**src/rtl/sample_extend_arbiter.sv**
```systemverilog
// sample_extend_arbiter
// Two requesters share one sign-extension stage. A round-robin arbiter picks
// one sample per cycle, widens it from WIDTH to WIDTH+EXT bits by MSB
// replication, and queues it with its channel tag in a small FIFO that a
// valid/ready consumer drains. Back-pressure stall cycles are counted for debug.
module sample_extend_arbiter #(
   parameter int WIDTH = 16,
   parameter int EXT   = 8,
   parameter int DEPTH = 4,
   parameter int CNT_W = 16
) (
   input  logic                   clk,
   input  logic                   reset,
   input  logic                   in0_valid,
   input  logic [WIDTH-1:0]       in0_data,
   output logic                   in0_ready,
   input  logic                   in1_valid,
   input  logic [WIDTH-1:0]       in1_data,
   output logic                   in1_ready,
   output logic                   out_valid,
   output logic [WIDTH+EXT-1:0]   out_data,
   output logic                   out_chan,
   input  logic                   out_ready,
   input  logic                   stall_clr,
   output logic [CNT_W-1:0]       stall_count
);

   localparam int PW = $clog2(DEPTH);
   localparam int CW = PW + 1;
   localparam int OW = WIDTH + EXT;

   // FIFO storage: widened sample plus channel tag per entry
   logic [OW-1:0]    mem_data [DEPTH];
   logic [DEPTH-1:0] mem_chan;

   logic [PW-1:0] wr_ptr;
   logic [PW-1:0] rd_ptr;
   logic [CW-1:0] count;
   logic          last_grant;

   logic          space;
   logic          grant_valid;
   logic          grant_idx;
   logic [WIDTH-1:0] sel_data;
   logic [OW-1:0]    ext_data;
   logic          push;
   logic          pop;
   logic          stall;

   // A pop in the same cycle does not free a slot: no pass-through when full.
   assign space = (count < CW'(DEPTH));

   // Round-robin grant: on contention, favour the requester that did not win last
   always_comb begin
      // NOTE: every always_comb output gets a default first so that no path
      // leaves it unassigned, which would infer a latch.
      grant_valid = 1'b0;
      grant_idx   = 1'b0;
      if (space) begin
         if (in0_valid && in1_valid) begin
            grant_valid = 1'b1;
            grant_idx   = ~last_grant;
         end else if (in0_valid) begin
            grant_valid = 1'b1;
            grant_idx   = 1'b0;
         end else if (in1_valid) begin
            grant_valid = 1'b1;
            grant_idx   = 1'b1;
         end
      end
   end

   assign in0_ready = grant_valid && (grant_idx == 1'b0);
   assign in1_ready = grant_valid && (grant_idx == 1'b1);

   assign sel_data  = grant_idx ? in1_data : in0_data;
   assign ext_data  = {{EXT{sel_data[WIDTH-1]}}, sel_data};

   // A grant is only issued to a valid requester, so every grant is a transfer
   assign push      = grant_valid;
   assign out_valid = (count != '0);
   assign pop       = out_valid && out_ready;
   assign stall     = (in0_valid || in1_valid) && !space;

   // Head entry comes straight from the storage flops, never from the inputs
   assign out_data  = mem_data[rd_ptr];
   assign out_chan  = mem_chan[rd_ptr];

   // Storage write: the granted, widened sample lands at the write pointer
   always_ff @(posedge clk or posedge reset) begin
      if (reset) begin
         // NOTE: the storage is reset because the head entry drives out_data
         // directly and must read as zero after reset; at this depth the
         // entries are ordinary flops, so the reset costs nothing notable.
         for (int i = 0; i < DEPTH; i++) begin
            mem_data[i] <= '0;
         end
         mem_chan <= '0;
      end else if (push) begin
         // NOTE: sequential state always uses non-blocking assignments so all
         // flops update together from pre-edge values.
         mem_data[wr_ptr] <= ext_data;
         mem_chan[wr_ptr] <= grant_idx;
      end
   end

   // Pointers, occupancy and arbitration history
   always_ff @(posedge clk or posedge reset) begin
      if (reset) begin
         wr_ptr     <= '0;
         rd_ptr     <= '0;
         count      <= '0;
         last_grant <= 1'b1;
      end else begin
         if (push) begin
            wr_ptr     <= wr_ptr + PW'(1);
            last_grant <= grant_idx;
         end
         if (pop) begin
            rd_ptr <= rd_ptr + PW'(1);
         end
         case ({push, pop})
            2'b10:   count <= count + CW'(1);
            2'b01:   count <= count - CW'(1);
            default: count <= count;
         endcase
      end
   end

   // Saturating stall counter; a clear wins over a same-cycle increment
   always_ff @(posedge clk or posedge reset) begin
      if (reset) begin
         stall_count <= '0;
      end else if (stall_clr) begin
         stall_count <= '0;
      end else if (stall && (stall_count != '1)) begin
         stall_count <= stall_count + CNT_W'(1);
      end
   end

endmodule

```
**config.mk**
```make
export PLATFORM = sky130hd
export DESIGN_NAME = sample_extend_arbiter
export DESIGN_NICKNAME = d
export VERILOG_FILES = /design/src/rtl/sample_extend_arbiter.sv
export SDC_FILE = /design/constraint.sdc
export NUM_CORES = 1
export LEC_CHECK = 0
export BUFFER_PORTS_ARGS = -buffer_cell sky130_fd_sc_hd__buf_4
export CORE_MARGIN = 2
export CORE_UTILIZATION = 50
export CTS_CLUSTER_DIAMETER = 120
export DETAILED_ROUTE_END_ITERATION = 7
export PLACE_DENSITY = 0.73
export SKIP_CTS_REPAIR_TIMING = 1
export SYNTH_ARGS = -nofsm -noshare
export SYNTH_HDL_FRONTEND = slang
export SYNTH_SLANG_ARGS = --single-unit
```
**constraint.sdc**
```tcl
create_clock -name clk -period 5.35 [get_ports clk]
set_input_delay 0.8025 -clock clk [delete_from_list [all_inputs] [get_ports clk]]
set_output_delay 0.8025 -clock clk [all_outputs]
set_load 0.01 [all_outputs]
```
After elaboration in Yosys (flattened, before gate mapping)

Index checks and enable logic that the tools add are counted.

Register bits: 124
Logic and storage cells: 64
Output and inout bits: 44

Equal/unequal tests: 3
Bitwise operators: 4
Muxes and demuxes: 22
Add/subtract/negate cells: 5
Order comparisons: 7
Reductions and logical operators: 13

Operators with widths:

| operator                | count |
|---|---|
| $bwmux W96              | 1 |
| $mux W24                | 3 |
| $bmux W24 S2            | 1 |
| $demux W24 S2           | 1 |
| $mux W16                | 3 |
| $add A16 B1 Y16 const B | 1 |
| $ne A16 B16 Y1 const B  | 1 |
| $mux W1                 | 9 |
| $logic_and A1 B1 Y1     | 8 |
| $ge A3 B3 Y1 const B    | 2 |
| $lt A2 B3 Y1 const B    | 2 |
| $not A2 Y3              | 2 |
| $pmux W3 S2             | 1 |
| $add A2 B1 Y2 const B   | 2 |
| $bwmux W4               | 1 |
| $reduce_bool A2 Y1      | 2 |
| $add A3 B1 Y3 const B   | 1 |
| $lt A3 B1 Y1 const B    | 1 |
| $lt A3 B3 Y1 const B    | 1 |
| $reduce_bool A3 Y1      | 1 |
| $sub A3 B1 Y3 const B   | 1 |
| $bmux W1 S2             | 1 |
| $demux W1 S2            | 1 |
| $eq A2 B1 Y1 const B    | 1 |
| other kinds (5)         | 6 |

Logic depth before layout (Yosys ltp)

Gate-level depths: netlist (run 1).

Depth in word-level cells: 6
Depth in mapped cells: 8
Gate-level depth less buffers: 8

Worst setup path after synthesis (run 1)

No wires, ideal clock.

Path type: register to output
From: register rd_ptr[0]
To: output out_data[16]
Slack: 2840 ps
Cell stages (with the launch flop): 5
Data required time: 4548 ps
Arrival time: 1707 ps
Cells stage by stage: dfrtp_1 > buf_2 > buf_2 > mux4_2 > buf_4

Longest elaborated chain between the ends: 4

RTL lines:

| item                                         | line | text |
|---|---|---|
| start: declaration                           | 37   | `logic [PW-1:0] rd_ptr;` |
| start signal: assignment                     | 120  | `rd_ptr <= rd_ptr + PW'(1);` |
| $not A2 Y3 (not written as such)             | 86   | `assign out_data = mem_data[rd_ptr];` |
| $bmux W24 S2                                 | 86   |  |
| $mux W24 (not written as such) (2 in series) | 86   |  |
| end: declaration                             | 21   | `output logic [WIDTH+EXT-1:0] out_data,` |

Every way passes these cells. The select of a mux whose other input is x is not followed.

Final worst setup path (run 1)

From: register rd_ptr[0]
To: output out_data[19]

The elaborated chain is that of the path after synthesis.

==> results of run 1 <==
## worst max-delay path by stage
| stage | to | from | slack (ps) |
|---|---|---|---|
| after floorplan | count[0] | reset | 2160 |
| after global placement | out_data[16] | rd_ptr[0] | 2770 |
| after detailed placement | out_data[19] | rd_ptr[0] | 2740 |
| after CTS | out_data[19] | rd_ptr[0] | 2350 |
| after global routing | out_data[15] | rd_ptr[0] | 2270 |
| final | out_data[19] | rd_ptr[0] | 2400 |
## per-stage QoR
stage               util [%]  worst slack (ps)  power (mW)
floorplan                  -              2160        2.14
global placement        58.3              2770        2.53
detailed placement      58.3              2740        2.59
CTS                     60.8              2350        3.09
global route            60.8              2270        3.28
finish                  60.8              2400        3.05
## power groups by stage
stage | Sequential (mW) | Clock [mW] | Combinational, mW
2_1_floorplan | 1.12 | 0 | 1.02
3_3_place_gp | 1.19 | 0 | 1.34
3_5_place_dp | 1.21 | 0 | 1.38
4_1_cts | 1.20 | 0.512 | 1.38
5_1_grt | 1.24 | 0.546 | 1.50
6_report | 1.19 | 0.500 | 1.36
## cell type report
class	count	share of cell area [%]
inverters	10	0.742
clock inverters	6	1.70
repair buffers	88	12.6
clock buffers	10	2.44
well taps	108	2.58
flip-flops and latches	92	44.1
multi-input cells	269	35.8
## registers in the layout (all words and copies together) (netlist names)
register,flops
count,3
last_grant,1
mem_chan,4
mem_data,64
rd_ptr,2
stall_count,16
wr_ptr,2
## cells by family (layout without fill, tap and decap cells)
logic type | after synthesis | after routing | synth area share, %
AND/OR/NAND/NOR | 120 | 120 | 12.8
AO/OA/AOI/OAI | 93 | 93 | 11.6
flip-flops | 92 | 92 | 52.6
multiplexers | 43 | 43 | 14.9
buffers and inverters | 43 | 114 | 4.63
adder cells (fa/ha/maj) | 7 | 7 | 2.17
XOR/XNOR | 6 | 6 | 1.20
## layer usage
| metal | wire (um) | up-vias | share of wire (%) |
|---|---|---|---|
| met1 | 3830 | 1595 | 42 |
| met5 | 0 | - | 0 |
| li1 | - | 1551 | - |
| met2 | 4700 | 84 | 52 |
| met3 | 459 | 7 | 5.0 |
| met4 | 100 | 0 | 1.1 |
## worst max-delay path, stage by stage (launching register included)
cell and delay [ps]:
dfrtp_1 610, buf_4 360, mux4_2 640, buf_4 180
## layout by cell type, fill, tap and decap left out, types with 2 or more instances in the layout
master	count
a21oi_1	73
and2_1	5
buf_4	88
bufinv_16	2
clkbuf_8	9
clkinv_2	2
clkinvlp_4	2
dfrtp_1	91
ha_1	6
inv_1	9
mux2_2	7
mux2i_1	18
mux4_2	17
nand2_1	11
nand3_1	2
nand4_1	4
nor2_1	70
nor2b_1	5
nor4_1	4
o21ai_0	6
o311ai_0	2
o31ai_1	5
o41ai_1	2
or2_2	3
or3_1	5
or4_1	5
xnor2_1	3
xor2_1	3
==> impl_results.md, run 1 <==
- Outcome: complete, no violations
- Detailed Route WL: ~9.1 mm
- Vias per Instance: 5.55
- GR Util met1: roughly 26%
- GR Util met2: 35.6%
- Worst-skew pair later-pin latency: 350 ps
- Layout cells sized above 1: 28.6%
- Fin Hold WS: 497 ps
- Synth top area share: 52.0%
- Clock network power share: 16.4%
- Vias post-DR: roughly 3,200
- Avg Cell Area, Syn: 10.8 um^2
- TritonCTS Buffers: 9
- Cell variety after synth: 39
- Worst R2R Setup Slack: 3190 ps
- Fin cells: 583
- Post-Syn Area: 4380 um^2
- Maximum vdd ir drop: 0.235 mV
- Rel. slew slack: between 40% and 50%
- Placer Congestion: 0.759
- Fillers: 702
- Internal power: 1.97 mW
- Critical Path AT: 2140 ps
- Sequential Power Share: 39.1%
- LEAKAGE: 2.24 nW
- Primary FF master, synth: dfrtp_1
- DRT iter0 DRCs: 101
- Die width: around 98 um
- Slew Limit Fails: 0
- Final critical-path share of the clock period: a little under three fifths
- Clock Skews: 10.2 ps
- Max cap viols: 0
- Syn Nets: 449
- Io pins: just over 80
- GRT Residual Overflow: 0
- Worst-case hold path end point: count[0]
- Global-route met3 utilization: 3.38%
- First-pass GRT wire length: 15.6 mm
- Largest cells by area after synthesis: dfrtp_1, mux4_2, a21oi_1, nor2_1, mux2i_1
- Largest net degree at the start of global routing: 50
- Unrepaired setup endpoints after global routing: false
- Crit path required time: 4550 ps
- Finished layout cell area: 5230 um^2
- EDFF count, synth: 0
- Minimum clock period: between 2000 and 3000 ps
- Reg2reg end: mem_chan[1]
- Most frequent cell after synthesis: dfrtp_1
- Pwr Density: 584 nW/um^2
- Final setup viols: 0
- Sw frac: a little over a third
- Die H: between 90 and 100 um
- Post-synth top cells: dfrtp_1, a21oi_1, nor2_1
- Die area: approximately 9500 um^2
- Clock tree buffer depth: 2
- Starting Density: 50.9%
- R2R cell count: 4
- Logic pwr share: 44.5%
- Hold Violations, Final: 0
- Worst Path Max Fanout: 12
- Drt pass-1 iters: 5
- Antenna Nets Post-Route: 0
- Max Fclk: 339 MHz
- Synthesis-stage register bit count: 92
- Reg2reg start: count[2]
- Vias in the first global route: about 3,300
- Aggregate negative setup slack: 0 ps
- Synth area leader: dfrtp_1
- Clock root buffer: clkbuf_8
- Asr flop ratio synth: 100%
- HP Start: count[0]
- Critical Path Start Type: flop
- P_sw: around 1.1 mW
- Layout area overhead: 19.4%
- Number of diodes: 0
- GRT Util Overall: between 20% and 30%
- Area of the multi-input gates: 1870 um^2
- Inst Count DP: 567
- Register area share after synthesis: 52.6%
- Most Crowded Layer GR: met2
- Worst Tran Pin Value: between 800 and 900 ps
- Input/output buffers: between 80 and 90
- Core ar.: 8590 um^2
- Storage element area: ~2300 um^2
- CTS Sinks: 92
- Row count: 34
- Synth warnings: 0
- TritonCTS clock tree: built
- Setup CP Type: flop to primary output
- Nets: 515
- Critical path endpoint category: primary output
- Mapped Cells: around 400
- WL/cell: between 15 and 20 um
- Clock slew at reported path FFs: approximately 90 ps
- WHS Path Cells: 1
- DRC Markers: 0
- Initial antenna violation count: 0
- H-tree levels: 3
- Worst Hold Class: flop to flop
- Post-DP Area: between 5000 and 6000 um^2
- Dpl hpwl: 6.28 mm
(Power assumes the default switching activity.)
==> inputs of run 2 (changes only) <==
--- a/config.mk
+++ b/config.mk
@@ -5,12 +5,13 @@
 export SDC_FILE = /design/constraint.sdc
 export NUM_CORES = 1
 export LEC_CHECK = 0
+export ABC_AREA = 1
 export BUFFER_PORTS_ARGS = -buffer_cell sky130_fd_sc_hd__buf_4
 export CORE_MARGIN = 2
 export CORE_UTILIZATION = 50
 export CTS_CLUSTER_DIAMETER = 120
 export DETAILED_ROUTE_END_ITERATION = 7
-export PLACE_DENSITY = 0.73
+export PLACE_DENSITY = 0.75
 export SKIP_CTS_REPAIR_TIMING = 1
 export SYNTH_ARGS = -nofsm -noshare
 export SYNTH_HDL_FRONTEND = slang
==> constraint.sdc (replaced) <==
create_clock -name clk -period 2.41 [get_ports clk]
set_input_delay 0.3615 -clock clk [delete_from_list [all_inputs] [get_ports clk]]
set_output_delay 0.3615 -clock clk [all_outputs]
set_load 0.01 [all_outputs]
==> run 2 against run 1 <==
Compared with the run above:
- core utilization shrank 0.46 points
- setup slack got worse by 2100 ps
- highest routed layer unchanged
- global-route usage up 2.0 points
- critical path type unchanged
- largest cell class unchanged
==> impl_results.md, run 2 <==
- Outcome: complete, no violations
- Commonest non-fill, non-tap cell in the layout: nand2_1
- Largest net degree at the start of global routing: 69 (+38%)
- Regs by FF count: mem_data: 64 flops, stall_count: 16 flops, mem_chan: 4 flops
- Die width: 100 um (+2.4%)
- Rel. slew slack: 60.9% (+20 points)
- DRT iter0 DRCs: 224 (+120%)
- Commonest cells after routing, fill and taps aside: nand2_1, o21ai_0, dfrtp_1, buf_4, nor2_1
- Critical path endpoint category: primary output
- GRT Residual Overflow: 0 (unchanged)
- Largest cells by area after synthesis: dfrtp_1, nand2_1, o21ai_0, nor2_1, inv_1
- Final critical-path share of the clock period: 87.0%
- TritonCTS clock tree: built
- Critical Path Start Type: flop
- Most frequent cell after synthesis: nand2_1
- Clock Skews: 9.43 ps (-0.793 ps)
- Worst R2R Setup Slack: 490 ps (-2700 ps)
- Number of diodes: 0 (unchanged)
- Max Fclk: 477 MHz
- Fillers: 801 (+14%)
- Post-Syn Area: 4600 um^2 (+5.2%)
- WL/cell: 13.6 um (-13%)
- Minimum clock period: 2100 ps
- Clock slew at reported path FFs: 90 ps (about the same)
- Maximum vdd ir drop: 0.611 mV (+160%)
- Crit path buf inv count: 3 (+1)
- H-tree levels: 3 (unchanged)
- Worst Hold Class: input pin to asynchronous set/reset pin
- Vias per Instance: 5.30 (-4.5%)
- Area of the multi-input gates: 1950 um^2 (+4.0%)
- Delay-heaviest family, CP: buffers and inverters
- Nets: 692 (+34%)
- Crit path required time: 2050 ps (-2500 ps)
- Slew Limit Fails: 0 (unchanged)
- EDFF count, synth: 0 (unchanged)
- Drt pass-1 iters: 4 (-1)
- Finished layout cell area: 5470 um^2 (+4.7%)
- DRC Markers: 0 (unchanged)
- Fin cells: 763 (+31%)
- Register area share after synthesis: 50.0% (-2.6 points)
- Antenna Nets Post-Route: 0 (unchanged)
- Die area: 9990 um^2 (+5.0%)
- Row count: 35 (+2.9%)
- LEAKAGE: 2.77 nW (+23%)
- Detailed Route WL: 10.4 mm (+14%)
- Avg Cell Area, Syn: 7.95 um^2 (-27%)
- Max incr delay on CP: 390 ps (-250 ps)
- Die H: 100 um (+2.4%)
- Synth area leader: dfrtp_1
- Critical Path AT: 1740 ps (-400 ps)
- Asr flop ratio synth: 100% (unchanged)
- Final setup viols: 0 (unchanged)
- Max cap viols: 0 (unchanged)
- Reg with most FFs: mem_data
- Hold Violations, Final: 0 (unchanged)
- Unrepaired setup endpoints after global routing: false
- Storage element area: 2300 um^2 (unchanged)
- Primary FF master, synth: dfrtp_1
- Vias in the first global route: 3,963 (+21%)
- Clock root buffer: clkbuf_8
- Pwr Density: 1220 nW/um^2 (+110%)
- Input/output buffers: 81 (unchanged)
- Synth warnings: 0 (unchanged)
- Dpl hpwl: 6.93 mm (+10%)
- Crit-path cells: inv_1 -> buf_12 -> nor2_1 -> o22ai_1 -> buf_4
- Io pins: 82 (unchanged)
- Number of flip-flops in the largest register: 64 (unchanged)
- Layout cells sized above 1: 18.3% (-10 points)
- Layout area overhead: 18.9%
- Post-synth top cells: nand2_1, o21ai_0, dfrtp_1
- CTS Sinks: 92 (unchanged)
- Vias post-DR: 4,045 (+25%)
- Starting Density: 50.8% (-0.15 points)
- Worst Tran Pin Value: 585 ps (-295 ps)
- Clock tree buffer depth: 2 (unchanged)
- Syn Nets: 624 (+39%)
- Synth top area share: 49.5% (-2.6 points)
- Aggregate negative setup slack: 0 ps (unchanged)
- Placer Congestion: 0.869 (+14%)
- Core ar.: 9060 um^2 (+5.5%)
- Worst-skew pair later-pin latency: 360 ps (about the same)
- Initial antenna violation count: 0 (unchanged)
- Inst Count DP: 747 (+32%)
- Cell variety after synth: 26 (-33%)
- Post-DP Area: 5280 um^2 (+5.3%)
- Setup CP Type: flop to primary output
- TritonCTS Buffers: 9 (unchanged)
- First-pass GRT wire length: 18.1 mm (+17%)
- GRT Util Overall: 22.4% (+2.0 points)
- Critical Path Slowest Stage Cell: dfrtp_1
- Mapped Cells: 579 (+43%)
- Synthesis-stage register bit count: 92 (unchanged)
- Worst Path Max Fanout: 20 (+8)
==> run 2: where the power goes <==
group	total, mW	switching [mW]	internal, mW
Combinational	3.17	1.83	1.34
Clock	1.00	0.579	0.425
Sequential	2.48	0.319	2.16
Total	6.65	2.73	3.92
==> run 2: worst paths after layout <==
path,from,cells past startpoint,to
setup / recovery,rd_ptr[0],5,out_data[10]
hold / removal,reset,2,stall_count[2]
setup reg to reg,count[2],9,count[2]
hold reg to reg,last_grant,2,last_grant
max in group asynchronous,reset,3,mem_data[46]
min in group clk,in1_data[4],3,mem_data[76]
==> run 2: through the flow <==
stage,setup WS [ps],hold WS (ps),util (%),power (mW)
after floorplan,312,444,-,4.56
after detailed placement,465,466,58.2,5.69
after global placement,528,461,58.2,5.57
after CTS,287,74.8,60.4,6.71
final,312,62.9,60.4,6.65
after global routing,123,98.4,60.4,7.26
==> run 2: cell families (layout without fill, tap and decap cells) <==
logic type,Yosys count,after routing,synth area share (%)
buf+inv,79,152,7.64
flops,92,92,50.0
fa+ha+maj,7,7,2.07
compound gates,147,147,16.5
simple gates,244,244,21.8
xor+xnor,10,10,1.90
==> run 2: final cells by class <==
class | count | area share, %
clock buffers | 10 | 2.51
clock inverters | 6 | 1.03
inverters | 43 | 3.02
multi-input cells | 408 | 35.6
flip-flops and latches | 92 | 42.1
well taps | 111 | 2.54
repair buffers | 93 | 13.2
==> run 2: routing by layer <==
metal  up-vias  GRT usage, %  share of wire, %
met2       105          37.6                50
met1      1914          30.0                45
met5         -             0                 0
met4         0          8.22              0.92
met3         7          2.92               4.3
li1       2019             -                 -
